==> src/rtl/adc_pkg.sv <==
// rtl/adc_pkg.sv - shared types and constants for the SPI ADC sampler
package adc_pkg;

    typedef enum logic [2:0] {
        IDLE    = 3'd0,
        TX      = 3'd1,
        SAMPLE  = 3'd2,
        NULLB   = 3'd3,
        RX      = 3'd4,
        CS_HOLD = 3'd5
    } adc_state_e;

    localparam logic MODE_SINGLE = 1'b0;
    localparam logic MODE_SCAN   = 1'b1;
    localparam logic START_BIT   = 1'b1;

    // Bit periods with cs low: start + SGL + channel bits + sample + null + data.
    function automatic int frame_bits(input int data_w, input int cmd_ch_w);
        return 4 + cmd_ch_w + data_w;
    endfunction

endpackage

==> src/rtl/adc_sclk_gen.sv <==
// rtl/adc_sclk_gen.sv - SCLK divider with rise/fall/bit-done strobes, idles low while disabled
module adc_sclk_gen #(
    parameter int SCLK_DIV = 4
) (
    input  logic clk_i,
    input  logic rst_i,
    input  logic en_i,
    output logic sclk_o,
    output logic rise_o,
    output logic fall_o,
    output logic bit_done_o
);
    localparam int CW = (SCLK_DIV > 1) ? $clog2(SCLK_DIV) : 1;

    logic [CW-1:0] cnt_q, cnt_d;
    logic          sclk_q, sclk_d;
    logic          last;

    assign last       = (cnt_q == CW'(SCLK_DIV - 1));
    assign rise_o     = en_i && last && !sclk_q;
    assign fall_o     = en_i && last && sclk_q;
    assign bit_done_o = fall_o;
    assign sclk_o     = sclk_q;

    always_comb begin
        cnt_d  = cnt_q;
        sclk_d = sclk_q;
        if (!en_i) begin
            cnt_d  = '0;
            sclk_d = 1'b0;
        end else if (last) begin
            cnt_d  = '0;
            sclk_d = ~sclk_q;
        end else begin
            cnt_d = cnt_q + 1'b1;
        end
    end

    always_ff @(posedge clk_i or posedge rst_i) begin
        if (rst_i) begin
            cnt_q  <= '0;
            sclk_q <= 1'b0;
        end else begin
            cnt_q  <= cnt_d;
            sclk_q <= sclk_d;
        end
    end

endmodule

==> src/rtl/adc_spi_sampler.sv <==
// rtl/adc_spi_sampler.sv - MCP300x-class SPI ADC sampler with single-shot and round-robin scan
// Optional overrun counter output enabled by ADC_OVERRUN_CNT_EN.
module adc_spi_sampler
    import adc_pkg::*;
#(
    parameter int DATA_W      = 10,
    parameter int N_CH        = 8,
    parameter int CMD_CH_W    = 3,
    parameter int SCLK_DIV    = 4,
    parameter int CS_HIGH_CYC = 8
) (
    input  logic                clk_i,
    input  logic                rst_i,
    input  logic                enable_i,
    input  logic                mode_i,
    input  logic                start_i,
    input  logic [CMD_CH_W-1:0] channel_i,
    input  logic                diff_i,
    output logic                cs_o,
    output logic                sclk_o,
    output logic                din_o,
    input  logic                dout_i,
    output logic [DATA_W-1:0]   data_o,
    output logic [CMD_CH_W-1:0] data_ch_o,
    output logic                data_valid_o,
    input  logic                data_ready_i,
    output logic                busy_o,
    output logic                overrun_o
`ifdef ADC_OVERRUN_CNT_EN
    ,
    output logic [15:0]         overrun_cnt_o
`endif
);
    localparam int CMD_W      = 2 + CMD_CH_W;
    localparam int FRAME_BITS = frame_bits(DATA_W, CMD_CH_W);
    localparam int CNT_W      = $clog2(FRAME_BITS);
    localparam int HOLD_W     = (CS_HIGH_CYC > 1) ? $clog2(CS_HIGH_CYC) : 1;
    localparam logic [CMD_CH_W-1:0] LAST_CH = CMD_CH_W'(N_CH - 1);

    adc_state_e          state_q, state_d;
    logic [CNT_W-1:0]    bit_cnt_q, bit_cnt_d;
    logic [HOLD_W-1:0]   hold_cnt_q, hold_cnt_d;
    logic [CMD_W-1:0]    tx_sr_q, tx_sr_d, cmd;
    logic [DATA_W-1:0]   rx_sr_q, rx_sr_d, data_q, data_d;
    logic [CMD_CH_W-1:0] frame_ch_q, frame_ch_d, ptr_q, ptr_d, data_ch_q, data_ch_d;
    logic                frame_scan_q, frame_scan_d;
    logic                din_q, din_d, cs_q, cs_d;
    logic                valid_q, valid_d, overrun_q, overrun_d;
    logic                in_frame, go, hold_last, launch, done;
    logic                sclk_rise, sclk_fall, bit_done;

    assign in_frame  = (state_q == TX) || (state_q == SAMPLE) || (state_q == NULLB) || (state_q == RX);
    assign go        = enable_i && ((mode_i == MODE_SCAN) || start_i);
    assign hold_last = (state_q == CS_HOLD) && (hold_cnt_q == HOLD_W'(CS_HIGH_CYC - 1));
    assign launch    = go && ((state_q == IDLE) || hold_last);

    adc_sclk_gen #(.SCLK_DIV(SCLK_DIV)) u_sclk (
        .clk_i      (clk_i),
        .rst_i      (rst_i),
        .en_i       (in_frame),
        .sclk_o     (sclk_o),
        .rise_o     (sclk_rise),
        .fall_o     (sclk_fall),
        .bit_done_o (bit_done)
    );

    always_comb begin
        state_d      = state_q;
        bit_cnt_d    = bit_cnt_q;
        hold_cnt_d   = hold_cnt_q;
        tx_sr_d      = tx_sr_q;
        rx_sr_d      = rx_sr_q;
        frame_ch_d   = frame_ch_q;
        frame_scan_d = frame_scan_q;
        ptr_d        = ptr_q;
        din_d        = din_q;
        cs_d         = cs_q;
        data_d       = data_q;
        data_ch_d    = data_ch_q;
        valid_d      = valid_q;
        overrun_d    = 1'b0;
        done         = 1'b0;
        cmd          = '0;

        case (state_q)
            IDLE: ;
            TX: begin
                if (sclk_fall) begin
                    din_d   = tx_sr_q[CMD_W-1];
                    tx_sr_d = tx_sr_q << 1;
                end
                if (bit_done) begin
                    if (bit_cnt_q == CNT_W'(CMD_W - 1)) begin
                        state_d   = SAMPLE;
                        bit_cnt_d = '0;
                        din_d     = 1'b0;
                    end else begin
                        bit_cnt_d = bit_cnt_q + 1'b1;
                    end
                end
            end
            SAMPLE: if (bit_done) state_d = NULLB;
            NULLB:  if (bit_done) state_d = RX;
            RX: begin
                if (sclk_rise) rx_sr_d = {rx_sr_q[DATA_W-2:0], dout_i};
                if (bit_done) begin
                    if (bit_cnt_q == CNT_W'(DATA_W - 1)) begin
                        state_d    = CS_HOLD;
                        cs_d       = 1'b1;
                        hold_cnt_d = '0;
                        done       = 1'b1;
                        if (frame_scan_q) ptr_d = (ptr_q == LAST_CH) ? '0 : ptr_q + 1'b1;
                    end else begin
                        bit_cnt_d = bit_cnt_q + 1'b1;
                    end
                end
            end
            CS_HOLD: begin
                if (hold_last) state_d = IDLE;
                else           hold_cnt_d = hold_cnt_q + 1'b1;
            end
            default: state_d = IDLE;
        endcase

        // Channel/diff/mode are captured once per frame so mid-frame input changes wait a frame.
        if (launch) begin
            frame_ch_d   = (mode_i == MODE_SCAN) ? ptr_q : channel_i;
            frame_scan_d = (mode_i == MODE_SCAN);
            cmd          = {START_BIT, ~diff_i, frame_ch_d};
            din_d        = cmd[CMD_W-1];
            tx_sr_d      = cmd << 1;
            bit_cnt_d    = '0;
            state_d      = TX;
            cs_d         = 1'b0;
        end

        if (done) begin
            data_d    = rx_sr_q;
            data_ch_d = frame_ch_q;
            valid_d   = 1'b1;
            overrun_d = valid_q && !data_ready_i;
        end else if (valid_q && data_ready_i) begin
            valid_d = 1'b0;
        end
    end

    always_ff @(posedge clk_i or posedge rst_i) begin
        if (rst_i) begin
            state_q      <= IDLE;
            bit_cnt_q    <= '0;
            hold_cnt_q   <= '0;
            tx_sr_q      <= '0;
            rx_sr_q      <= '0;
            frame_ch_q   <= '0;
            frame_scan_q <= 1'b0;
            ptr_q        <= '0;
            din_q        <= 1'b0;
            cs_q         <= 1'b1;
            data_q       <= '0;
            data_ch_q    <= '0;
            valid_q      <= 1'b0;
            overrun_q    <= 1'b0;
        end else begin
            state_q      <= state_d;
            bit_cnt_q    <= bit_cnt_d;
            hold_cnt_q   <= hold_cnt_d;
            tx_sr_q      <= tx_sr_d;
            rx_sr_q      <= rx_sr_d;
            frame_ch_q   <= frame_ch_d;
            frame_scan_q <= frame_scan_d;
            ptr_q        <= ptr_d;
            din_q        <= din_d;
            cs_q         <= cs_d;
            data_q       <= data_d;
            data_ch_q    <= data_ch_d;
            valid_q      <= valid_d;
            overrun_q    <= overrun_d;
        end
    end

    assign cs_o         = cs_q;
    assign din_o        = din_q;
    assign data_o       = data_q;
    assign data_ch_o    = data_ch_q;
    assign data_valid_o = valid_q;
    assign overrun_o    = overrun_q;
    assign busy_o       = (state_q != IDLE);

`ifdef ADC_OVERRUN_CNT_EN
    logic [15:0] ovr_cnt_q;
    logic        enable_prev_q;

    always_ff @(posedge clk_i or posedge rst_i) begin
        if (rst_i) begin
            ovr_cnt_q     <= '0;
            enable_prev_q <= 1'b0;
        end else begin
            enable_prev_q <= enable_i;
            if (enable_prev_q && !enable_i)           ovr_cnt_q <= '0;
            else if (overrun_q && ovr_cnt_q != 16'hFFFF) ovr_cnt_q <= ovr_cnt_q + 1'b1;
        end
    end

    assign overrun_cnt_o = ovr_cnt_q;
`endif

endmodule

==> config.mk <==
export PLATFORM = sky130hd
export DESIGN_NAME = adc_spi_sampler
export DESIGN_NICKNAME = d
export VERILOG_FILES = /design/src/rtl/adc_pkg.sv /design/src/rtl/adc_sclk_gen.sv /design/src/rtl/adc_spi_sampler.sv
export SDC_FILE = /design/constraint.sdc
export NUM_CORES = 1
export LEC_CHECK = 0
export ABC_CLOCK_PERIOD_IN_PS = 1950
export CORE_UTILIZATION = 55
export CTS_CLUSTER_SIZE = 24
export DETAILED_ROUTE_END_ITERATION = 10
export MAX_ROUTING_LAYER = met4
export PLACE_DENSITY = 0.85
export REMOVE_ABC_BUFFERS = 1
export SYNTH_ARGS = -nofsm -noshare
export SYNTH_HDL_FRONTEND = slang
export SYNTH_SLANG_ARGS = --single-unit
==> constraint.sdc <==
create_clock -name clk_i -period 1.95 [get_ports clk_i]
set_input_delay 0.39 -clock clk_i [delete_from_list [all_inputs] [get_ports clk_i]]
set_output_delay 0.39 -clock clk_i [all_outputs]
set_load 0.02 [all_outputs]
# Word level (Yosys, flattened, before mapping)

Cells that the tools add are included.

Register bits after elaboration: 53
Bits in latches: 0
Memory bits (writable): 0
Bits in read-only memories: 0
Bits of input ports: 11
Output and inout bits: 19
Word-level logic and storage cells: 119
Memories: 0

Add/sub/neg operators: 4
$mul: 0
Div/mod/pow operators: 0
Magnitude comparators: 0
Equality and inequality tests: 23
Shifts and indexed selects: 0
Muxes and demuxes: 43
Bitwise gates (word level): 2
Reductions and logical operators: 31

Operators by type and width:

| operator              | number |
|---|---|
| $mux W5               | 8 |
| $mux W3               | 13 |
| $ne A3 B3 Y1 const B  | 6 |
| $pmux W3 S6           | 1 |
| $mux W1               | 17 |
| $eq A3 B3 Y1 const B  | 4 |
| $reduce_and A4 Y1     | 3 |
| $reduce_bool A2 Y1    | 6 |
| $pmux W5 S2           | 1 |
| $logic_and A1 B1 Y1   | 8 |
| $ne A2 B2 Y1 const B  | 4 |
| $reduce_and A8 Y1     | 1 |
| $add A3 B1 Y3 const B | 2 |
| $eq A3 B2 Y1 const B  | 2 |
| $ne A3 B2 Y1 const B  | 2 |
| $pmux W3 S2           | 1 |
| $reduce_bool A3 Y1    | 2 |
| $add A5 B1 Y5 const B | 1 |
| $eq A5 B3 Y1 const B  | 1 |
| $eq A5 B4 Y1 const B  | 1 |
| $logic_or A1 B1 Y1    | 5 |
| $mux W2               | 2 |
| $reduce_and A2 Y1     | 2 |
| $eq A3 B1 Y1 const B  | 1 |
| 7 further kinds       | 9 |

# Longest topological paths before layout

Depth in word-level cells: 11
Gate-level depth with buffers: 7
Depth with buffers taken out: 7

# Hierarchy

Synthesis repeated with hierarchy kept, for this count alone.

Cell total of the unflattened synthesis: 206
Area, all modules: 2,501.1 um2

By module, submodules not included:

| module          | times used | cells an instance | area an instance (um2) | seq. area each (um2) |
|---|---|---|---|---|
| adc_spi_sampler | 1          | 193               | 2,358.5                | 1,227.4 |
| adc_sclk_gen    | 1          | 13                | 142.6                  | 75.1 |

# Least setup slack after synthesis

No wires, ideal clock.

Path type: flip-flop to flip-flop
Start point: reg u_sclk.cnt_q[0]
End point: reg data_ch_q[0], in the netlist data_ch_o[0]
Setup time: 125 ps
Arrival: 1,540 ps
Data required time: 1,825 ps
Setup slack: 285 ps
Stages on the path, launching flop included: 7
Path buffers: 2
Clock period less this slack: 1,665 ps
Cells stage by stage: dfrtp_1 ha_1 buf_2 and3b_1 nand4b_1 buf_2 mux2_2

Cells in the longest elaborated chain, start to end: 5

Ends and longest elaborated chain:

| item                             | RTL line               | text |
|---|---|---|
| start, declared                  | adc_sclk_gen.sv:15     | `logic [CW-1:0] cnt_q, cnt_d;` |
| start signal, assigned           | adc_sclk_gen.sv:44     | `cnt_q <= cnt_d;` |
| $eq A2 B2 Y1                     | adc_sclk_gen.sv:19     | `assign last = (cnt_q == CW'(SCLK_DIV - 1));` |
| $logic_and A1 B1 Y1 (2 in a row) | adc_sclk_gen.sv:21     | `assign fall_o = en_i && last && sclk_q;` |
| $mux W1                          | adc_spi_sampler.sv:106 | `if (bit_done) begin` |
| $mux W1                          | adc_spi_sampler.sv:85  | `case (state_q)` |
| end signal, assigned             | adc_spi_sampler.sv:175 | `data_ch_q <= data_ch_d;` |
| end, declared                    | adc_spi_sampler.sv:45  | `logic [CMD_CH_W-1:0] frame_ch_q, frame_ch_d, ptr_q, ptr_d, data_ch_q, data_ch_d;` |

Every way passes these cells.
A chain may end at the register's enable or synchronous reset.

# Final worst setup path

Start point: reg u_sclk.cnt_q[0]
End point: reg rx_sr_q[1]

Cells in the longest elaborated chain, start to end: 4

Ends and longest elaborated chain:

| item                               | RTL line               | text |
|---|---|---|
| $eq A2 B2 Y1                       | adc_sclk_gen.sv:19     |  |
| $logic_and A1 B1 Y1 (2 in a row)   | adc_sclk_gen.sv:20     | `assign rise_o = en_i && last && !sclk_q;` |
| $reduce_and A2 Y1 (no source line) | -                      |  |
| end signal, assigned               | adc_spi_sampler.sv:168 | `rx_sr_q <= rx_sr_d;` |
| end, declared                      | adc_spi_sampler.sv:44  | `logic [DATA_W-1:0] rx_sr_q, rx_sr_d, data_q, data_d;` |

Every way passes these cells.

==> run_results.csv <==
group,metric,value,unit
pwr,design_power_total,2.23,mW
sta,max_slew.worst_pin.slew,0.346,ns
sta,finClkSkew,0.00920,ns
floorplan,die_height,68.8,um
final_layout,multi_input_area,1070,um2
placed_design,place_ws,-0.0311,ns
pwr,combPwrFrac,0.119,
clocking,cts_max_level,2,
routing,antenna_left,0,
placed_design,gp_congestion,0.825,
clocking,cts_buffer_depth,2,
pwr,clkPwrFrac,0.345,
setup_path,crit_fanout,10,
clocking,numCtsBuffers,5,
final_layout,layout_common_cells,"dfrtp_1 (51), clkdlybuf4s50_1 (28), mux2_2 (16)",
outcome,status,"completed",
sta,finalCritPeriodShare,0.953,
logic_synthesis,syn_area,2450,um2
routing,wirelength,4.36,mm
global_route,grt-ovfl-total,0,
logic_synthesis,yosysTopAreaCell,"dfrtp_1",
final_layout,drive_gt1_frac,0.227,
routing,vias_per_cell,5.67,
final_layout,num_antenna_cells,0,
sta,timing.fmax,0.538,GHz
logic_synthesis,synth-edff-count,0,
pwr,ir_drop,0.000836,V
final_layout,final_common_cell,"dfrtp_1",
clocking,cts_hold_buf,0,
pwr,power_density,755,nW/um2
global_route,antenna_found_initial,0,
routing,drt_first_pass_iters,4,
floorplan,io_pins,30,
setup_path,required,2.14,ns
sta,finalMaxSlewViolations,0,
final_layout,ff_latch_area,1300,um2
clocking,clock_sinks,52,
clocking,clock-root-buffer,"clkbuf_8",
routing,drtIter0Drc,88,
logic_synthesis,ys_warn_count,0,
routing,post_drt_wl_per_cell,15.1,um
logic_synthesis,avgSynthCellArea,12.3,um2
global_route,track_usage,0.217,
global_route,grt_pass1_vias,1533,
setup_path,critPathKind,"reg2reg",
setup_path,cp-end-kind,"register",
final_layout,fin_util,0.715,
sta,setup_violations,0,
clocking,cts.clk_slew.worst_paths,0.09,ns
routing,vias,1634,
logic_synthesis,ys_top_cells_by_area,"dfrtp_1 (52%), mux2_2 (7.3%), mux2_4 (6.1%)",
sta,timing.hold.ws,0.432,ns
floorplan,die-area,4730,um2
logic_synthesis,syn_inst,200,
logic_synthesis,ys_types,47,
pwr,power.internal,1.69,mW
sta,rsz0062_at_grt,"false",
floorplan,core,4140,um2
floorplan,initial_utilization,0.592,
setup_path,cp-start-kind,"register",
sta,fin_ws,0.0921,ns
clocking,postCtsSetupBuffers,0,
pwr,p_leak,1.45,nW
run,drv_cap,0,
logic_synthesis,async_reset_ff_frac,1.00,
clocking,clk_latency,0.31,ns
floorplan,rows,23,
floorplan,die_x,68.8,um
pwr,p_sw_frac,0.243,
pwr,switchingPower,544,uW
logic_synthesis,synth_top_cell_area_share,0.520,
logic_synthesis,synth.ff_latch_count,52,
sta,hold_viol,0,
clocking,cts_resized,1,
final_layout,syn2layout_area_growth,20.6,%
sta,min_period,1.86,ns
setup_path,crit_start,"u_sclk.cnt_q[0]",
setup_path,crit_end,"rx_sr_q[1]",
worst_hold_path,hold_path.class,"in2async",
global_route,grt_start_max_net_pins,53,
setup_path,r2r_start,"u_sclk.cnt_q[0]",
final_layout,fillers,299,
setup_path,regToRegEndpoint,"rx_sr_q[1]",
setup_path,reg2regPathDepth,6,
setup_path,crit_arrival,2.05,ns
clocking,cts_tree,"done",
placed_design,io_buffers,29,
placed_design,hpwlAfterDp,2.95,mm
logic_synthesis,synth_seq_area_share,0.531,
logic_synthesis,synthFlopType,"dfrtp_1",
setup_path,reg2reg_slack,0.09,ns
routing,drc,0,
global_route,grt_pass1_wl,7.10,mm
sta,relSlewSlack,0.768,
final_layout,nNetsFinal,256,
pwr,sequentialPowerShare,0.537,
-- per-layer routing --
metal  vias to the layer above  GRT usage  wire length (um)
met2                        40      0.346              2160
li1                        791          -                 -
met3                         5     0.0592               218
met4                         0     0.0689                55
met5                         -          -                 0
met1                       798      0.270              1920
-- metrics by stage --
step           instance area [um2]  setup TNS, ns  cells
5_1_grt                       2960              0    288
3_5_place_dp                  2840        -0.0312    280
4_1_cts                       2960              0    288
3_3_place_gp                  2840              0    280
2_1_floorplan                 2400          -1.43    191
6_report                      2960              0    288
-- power by group through the flow --
stage | Combinational (mW) | Sequential, mW | Clock (mW)
after global placement | 0.260 | 1.22 | 0
after floorplan | 0.151 | 1.23 | 0
after CTS | 0.269 | 1.20 | 0.787
after global routing | 0.297 | 1.21 | 0.818
final | 0.265 | 1.20 | 0.771
after detailed placement | 0.267 | 1.22 | 0
-- cell type report --
type | instances | area share
Multi-Input combinational cell | 132 | 0.362
Clock buffer | 6 | 0.0279
Clock inverter | 2 | 0.0131
Sequential cell | 52 | 0.440
Timing Repair Buffer | 39 | 0.127
Inverter | 7 | 0.00887
Tap cell | 50 | 0.0211
-- registers in the layout, summed over array words and instances (netlist names) --
register       count
u_sclk.cnt_q       2
din_o              1
ptr_q              3
state_q            3
bit_cnt_q          5
cs_o               1
data_valid_o       1
data_ch_o          3
u_sclk.sclk_o      1
frame_scan_q       1
frame_ch_q         3
data_o            10
tx_sr_q            4
overrun_o          1
rx_sr_q           10
hold_cnt_q         3
-- cells by family after synthesis --
kind of cell	share of synthesized area
AO/OA/AOI/OAI	0.107
XOR/XNOR	0.00714
adder cells (fa/ha/maj)	0.0408
buffers and inverters	0.0326
flip-flops	0.531
multiplexers	0.155
AND/OR/NAND/NOR	0.127
-- Yosys cell counts, drive strengths merged (3+ instances only) --
cell and n:
dfrtp 51, mux2 27, nor2 12, nand2 11, o21ai 11, a21oi 9
buf 8, ha 8, nand3 8, inv 7, nor3 5, a21o 4
mux2i 4, and3 3
-- critical path, cell delays in order, from the launching register on --
cell     delay, ns
dfrtp_1       0.37
ha_1          0.23
buf_4         0.16
nand2_1       0.05
or4_1         0.41
buf_4         0.22
mux2_4        0.31
-- worst min path at each step --
stage | start | to | slack, ns | cells after the start
global route | rst_i | data_o[2] | 0.46 | 3
floorplan | u_sclk.cnt_q[0] | u_sclk.cnt_q[0] | 0.41 | 1
finish | rst_i | hold_cnt_q[1] | 0.43 | 3
global placement | u_sclk.cnt_q[0] | u_sclk.cnt_q[0] | 0.43 | 1
CTS | rst_i | frame_ch_q[1] | 0.44 | 3
detailed placement | u_sclk.cnt_q[0] | u_sclk.cnt_q[0] | 0.44 | 1
Power figures use the tool's default switching activity.
